$ cat src/rtl/t03_bus_pkg.sv
// Shared types for the CPU-side Wishbone arbiter: FSM states, port ids, full byte-select.
package t03_bus_pkg;
  typedef enum logic [1:0] {IDLE, ISSUE, WAIT_ACK, RESP} arb_state_t;
  typedef enum logic {PORT_F = 1'b0, PORT_D = 1'b1} port_t;
  localparam logic [3:0] FULL_SEL = 4'hF;
endpackage

$ cat src/rtl/t03_rr_arb2.sv
// Combinational two-way round-robin pick; eligible[0] = fetch, eligible[1] = data.
module t03_rr_arb2
  import t03_bus_pkg::*;
(
  input  logic [1:0] eligible,
  input  port_t      last,
  output logic       grant_vld,
  output port_t      grant
);
  always_comb begin
    grant_vld = |eligible;
    grant     = PORT_F;
    if (eligible == 2'b11) begin
      grant = (last == PORT_F) ? PORT_D : PORT_F;
    end else if (eligible[1]) begin
      grant = PORT_D;
    end
  end
endmodule

$ cat src/rtl/t03_wb_arbiter.sv
// Shares one Wishbone manager user port between fetch (read-only) and data (read/write) ports.
// Round-robin grant, one-cycle strobe, waits for ACK, returns a one-cycle DONE to the winner.
module t03_wb_arbiter
  import t03_bus_pkg::*;
#(
  parameter int ADDR_W      = 32,
  parameter int DATA_W      = 32,
  parameter bit FETCH_FIRST = 1'b1
) (
  input  logic              CLK,
  input  logic              RST,
  input  logic              F_REQ,
  input  logic [ADDR_W-1:0] F_ADR,
  output logic              F_DONE,
  output logic [DATA_W-1:0] F_RDATA,
  input  logic              D_REQ,
  input  logic              D_WE,
  input  logic [ADDR_W-1:0] D_ADR,
  input  logic [DATA_W-1:0] D_WDATA,
  input  logic [3:0]        D_SEL,
  output logic              D_DONE,
  output logic [DATA_W-1:0] D_RDATA,
  output logic [ADDR_W-1:0] M_ADR,
  output logic [DATA_W-1:0] M_WDATA,
  output logic [3:0]        M_SEL,
  output logic              M_WRITE,
  output logic              M_READ,
  input  logic [DATA_W-1:0] M_RDATA,
  input  logic              M_BUSY,
  input  logic              M_ACK
);
  arb_state_t state;
  port_t      cur;
  port_t      last;
  logic       cur_we;
  logic [1:0] eligible;
  logic       grant_vld;
  port_t      grant;

  // A DONE still showing means that port's REQ is stale for this cycle.
  assign eligible = {D_REQ & ~D_DONE, F_REQ & ~F_DONE};

  t03_rr_arb2 u_rr (
    .eligible  (eligible),
    .last      (last),
    .grant_vld (grant_vld),
    .grant     (grant)
  );

  always_ff @(posedge CLK) begin
    if (RST) begin
      state   <= IDLE;
      cur     <= PORT_F;
      cur_we  <= 1'b0;
      last    <= FETCH_FIRST ? PORT_D : PORT_F;
      F_DONE  <= 1'b0;
      D_DONE  <= 1'b0;
      F_RDATA <= '0;
      D_RDATA <= '0;
      M_ADR   <= '0;
      M_WDATA <= '0;
      M_SEL   <= '0;
      M_WRITE <= 1'b0;
      M_READ  <= 1'b0;
    end else begin
      F_DONE <= 1'b0;
      D_DONE <= 1'b0;
      case (state)
        IDLE: begin
          if (!M_BUSY && grant_vld) begin
            cur   <= grant;
            state <= ISSUE;
            if (grant == PORT_F) begin
              M_ADR   <= F_ADR;
              M_WDATA <= '0;
              M_SEL   <= FULL_SEL;
              cur_we  <= 1'b0;
              M_READ  <= 1'b1;
              M_WRITE <= 1'b0;
            end else begin
              M_ADR   <= D_ADR;
              M_WDATA <= D_WDATA;
              M_SEL   <= D_SEL;
              cur_we  <= D_WE;
              M_READ  <= ~D_WE;
              M_WRITE <= D_WE;
            end
          end
        end
        ISSUE: begin
          M_READ  <= 1'b0;
          M_WRITE <= 1'b0;
          state   <= WAIT_ACK;
        end
        WAIT_ACK: begin
          if (M_ACK) state <= RESP;
        end
        RESP: begin
          if (cur == PORT_F) begin
            F_DONE  <= 1'b1;
            F_RDATA <= M_RDATA;
          end else begin
            D_DONE <= 1'b1;
            if (!cur_we) D_RDATA <= M_RDATA;
          end
          last  <= cur;
          state <= IDLE;
        end
        default: state <= IDLE;
      endcase
    end
  end
endmodule
$ cat config.mk
export PLATFORM = sky130hd
export DESIGN_NAME = t03_wb_arbiter
export DESIGN_NICKNAME = d
export VERILOG_FILES = /design/src/rtl/t03_bus_pkg.sv /design/src/rtl/t03_rr_arb2.sv /design/src/rtl/t03_wb_arbiter.sv
export SDC_FILE = /design/constraint.sdc
export NUM_CORES = 1
export LEC_CHECK = 0
export CAP_MARGIN = 20
export CORE_ASPECT_RATIO = 0.5
export CORE_MARGIN = 2
export CORE_UTILIZATION = 40
export DETAILED_ROUTE_END_ITERATION = 10
export PLACE_DENSITY = 0.81
export SYNTH_ARGS = -nofsm -noshare
export SYNTH_HDL_FRONTEND = slang
export SYNTH_HIERARCHICAL = 1
export SYNTH_SLANG_ARGS = --single-unit
$ cat constraint.sdc
create_clock -name CLK -period 2.6 [get_ports CLK]
set_input_delay 0.52 -clock CLK [delete_from_list [all_inputs] [get_ports CLK]]
set_output_delay 0.52 -clock CLK [all_outputs]
set_load 0.005 [all_outputs]
==> reports/results.ini <==
[drt]
wl_met3_um = 857
dr.pass1.iters = 7
drt-initial-drc-count = 305
routed_wl_um = 16100
drc = 7
wire_per_inst_um = 15.9
dr_wl_met2_um = 8330
ant_nets = 0
met1_length_um = 6550
routed_via_density = 4.89
top_layer = met4
vias = 4947

[power_and_ir_drop]
total_power_mw = 6.65
ir_worst_vdd_mv = 0.447
p_per_area_mw_per_mm2 = 755
leakagePower_nw = 3.18

[logic_synthesis]
syn_inst = 566
synth_area_leader_cell = dfxtp_1
syn_area_per_cell_um2 = 9.42
yosysTopAreaCellShare_pct = 52.9
synth_commonest_cells = dfxtp_1, nand2_1, a21oi_1, nor2_1
synth_ff_type = dfxtp_1
synth_warnings = 6
synth_edf_count = 0
syn-num-nets = 711
netlist_area_mm2 = 0.00533
synth_cell_types = 28
synth_area_leaders = dfxtp_1, nand2_1, a21oi_1, mux2i_1, a22o_1
async_flop_share_pct = 0
yosysMostFrequentCell = dfxtp_1
ys_ff_latch = 141
ys_seq_area_share_pct = 52.9

[finish]
final_net_count = 973
drive_above_1_share_pct = 8.20
syn_to_final_growth_pct = 65.1
final_area_mm2 = 0.00880
fill_cells = 997
final_core_util_pct = 68.5
diodes = 0

[global_routing]
grt_max_degree = 47
antenna_found_initial = 0
grt_pass1_wl_um = 25700
grt_pass1_vias = 5068
track_usage_pct = 22.5
grt_overflow = 0

[clocking]
cts_resized = 0
clock-root-buffer = clkbuf_16
cts_made_buffers = 17
cts_tree = done
clk_pin_slew_ns = 0.06
htreeDepth = 4
worstSkewPairLatency_ns = 0.41
postCtsHoldBufs = 0
cts_setup_buffers = 0
clockBufferDepth = 2
cts_sinks = 141

[placement]
detailed_place.area_mm2 = 0.00821
place_congestion = 0.822
dp_hpwl_um = 11300
io_buffer_count = 274

[floorplan]
placementRows = 29
die_w_um = 167
initial_core_util_pct = 41.5
ioPinCount = 275
die_area_mm2 = 0.0143
coreArea_mm2 = 0.0128
die_h_um = 85.6

[critical_path]
cp_top_family = simple AND/OR/NAND/NOR gates
r2r_slack_ns = 0.83
crit_chain = clkdlybuf4s50_1, nor2b_1, or2_1, and3b_2, buf_12, nor2_1, a211oi_1
worst_ep_required_time_ns = 2.91
critPathMaxStageDelay_ns = 0.45
cp.arrival_ns = 2.25
startpoint_type = input port
endpoint_kind = flip-flop
path_buf_inv = 2
critPathMaxFanout = 46
crit_type = in -> reg
crit_path_top_delay_cell = clkdlybuf4s50_1

[min_path]
hold_class = reg -> reg

[sta]
fmax_mhz = 518
holdWs_ns = 0.454
maxSlewViolCount = 0
tightestPinTransition_ns = 0.735
fin_crit_ns = 1.93
slew_headroom_pct = 51.0
hold_violations = 0
finClkSkew_ns = 0.00800
rsz0062_at_grt = false
setup_violations = 0
setup-tns-final_ns = 0
period_share_pct = 74.3

[run_status]
violations = design-rule violations
status = complete, but fails checks

[flow_run]
drv_cap = 0

==> layout make-up <==
cell class,count,area (µm²),area share [%]
inverters,8,30.0,0.341
well taps,170,213,2.42
clock inverters,13,154,1.75
multi-input cells,370,2220,25.2
flip-flops and latches,141,2820,32.1
clock buffers,19,443,5.03
repair buffers,290,2920,33.2
==> path summary, 6_finish.rpt <==
path,startpoint,end,cells after the start
worst min-delay path,F_RDATA[5],F_RDATA[5],2
worst max-delay path,F_REQ,M_ADR[13],7
worst max register to register,state[0],M_WDATA[16],6
worst min register to register,F_RDATA[5],F_RDATA[5],2
==> registers in the layout, summed over array words and instances, names as in the netlist <==
register,count
M_READ,1
F_RDATA,32
M_SEL,4
cur_we,1
D_RDATA,32
cur,1
F_DONE,1
M_WDATA,32
M_WRITE,1
D_DONE,1
last,1
state,2
M_ADR,32
==> worst reg2reg max path, delay by kind of cell, from the launching register on <==
| kind | cells | cell delay [ns] |
|---|---|---|
| and+or+nand+nor | 2 | 0.40 |
| buffers and inverters | 2 | 0.45 |
| adders and majority gates | 1 | 0.27 |
| AOI/OAI and AO/OA | 1 | 0.20 |
| DFF | 1 | 0.40 |
==> power by group <==
| part | leakage (nW) | total [mW] | switching, mW | internal [mW] |
|---|---|---|---|---|
| clock network | 0.292 | 2.45 | 0.984 | 1.47 |
| logic | 1.74 | 1.66 | 0.739 | 0.918 |
| registers | 1.15 | 2.54 | 0.142 | 2.40 |
| total | 3.18 | 6.65 | 1.86 | 4.79 |
==> logic make-up after synthesis <==
group / share of synthesized area, %
compound gates: 19.1
fa+ha+maj: 1.41
buf+inv: 5.73
simple gates: 14.6
flops: 52.9
mux: 6.19
==> layout by cell type (no fill, tap or decap), drive strengths merged, types with 3 or more instances in the layout <==
cell	instances
ha	6
clkbuf	19
nor2	39
buf	17
nor2b	3
nand3	3
a211oi	34
a22o	33
mux2i	33
nand2	132
inv	15
nand2b	5
a311oi	4
dfxtp	141
clkdlybuf4s50	273
clkinv	3
a21oi	69
==> through the flow <==
step,std cells,setup WS [ns]
floorplan,566,0.843
global placement,979,0.306
detailed placement,979,0.259
CTS,1011,0.689
global route,1011,0.591
finish,1011,0.668
==> layer usage <==
metal,vias up,GRT usage (%)
li1,2462,-
met3,24,5.03
met2,152,42.2
met5,-,0
met1,2309,25.4
met4,0,8.70
Power figures use the tool's default switching activity.
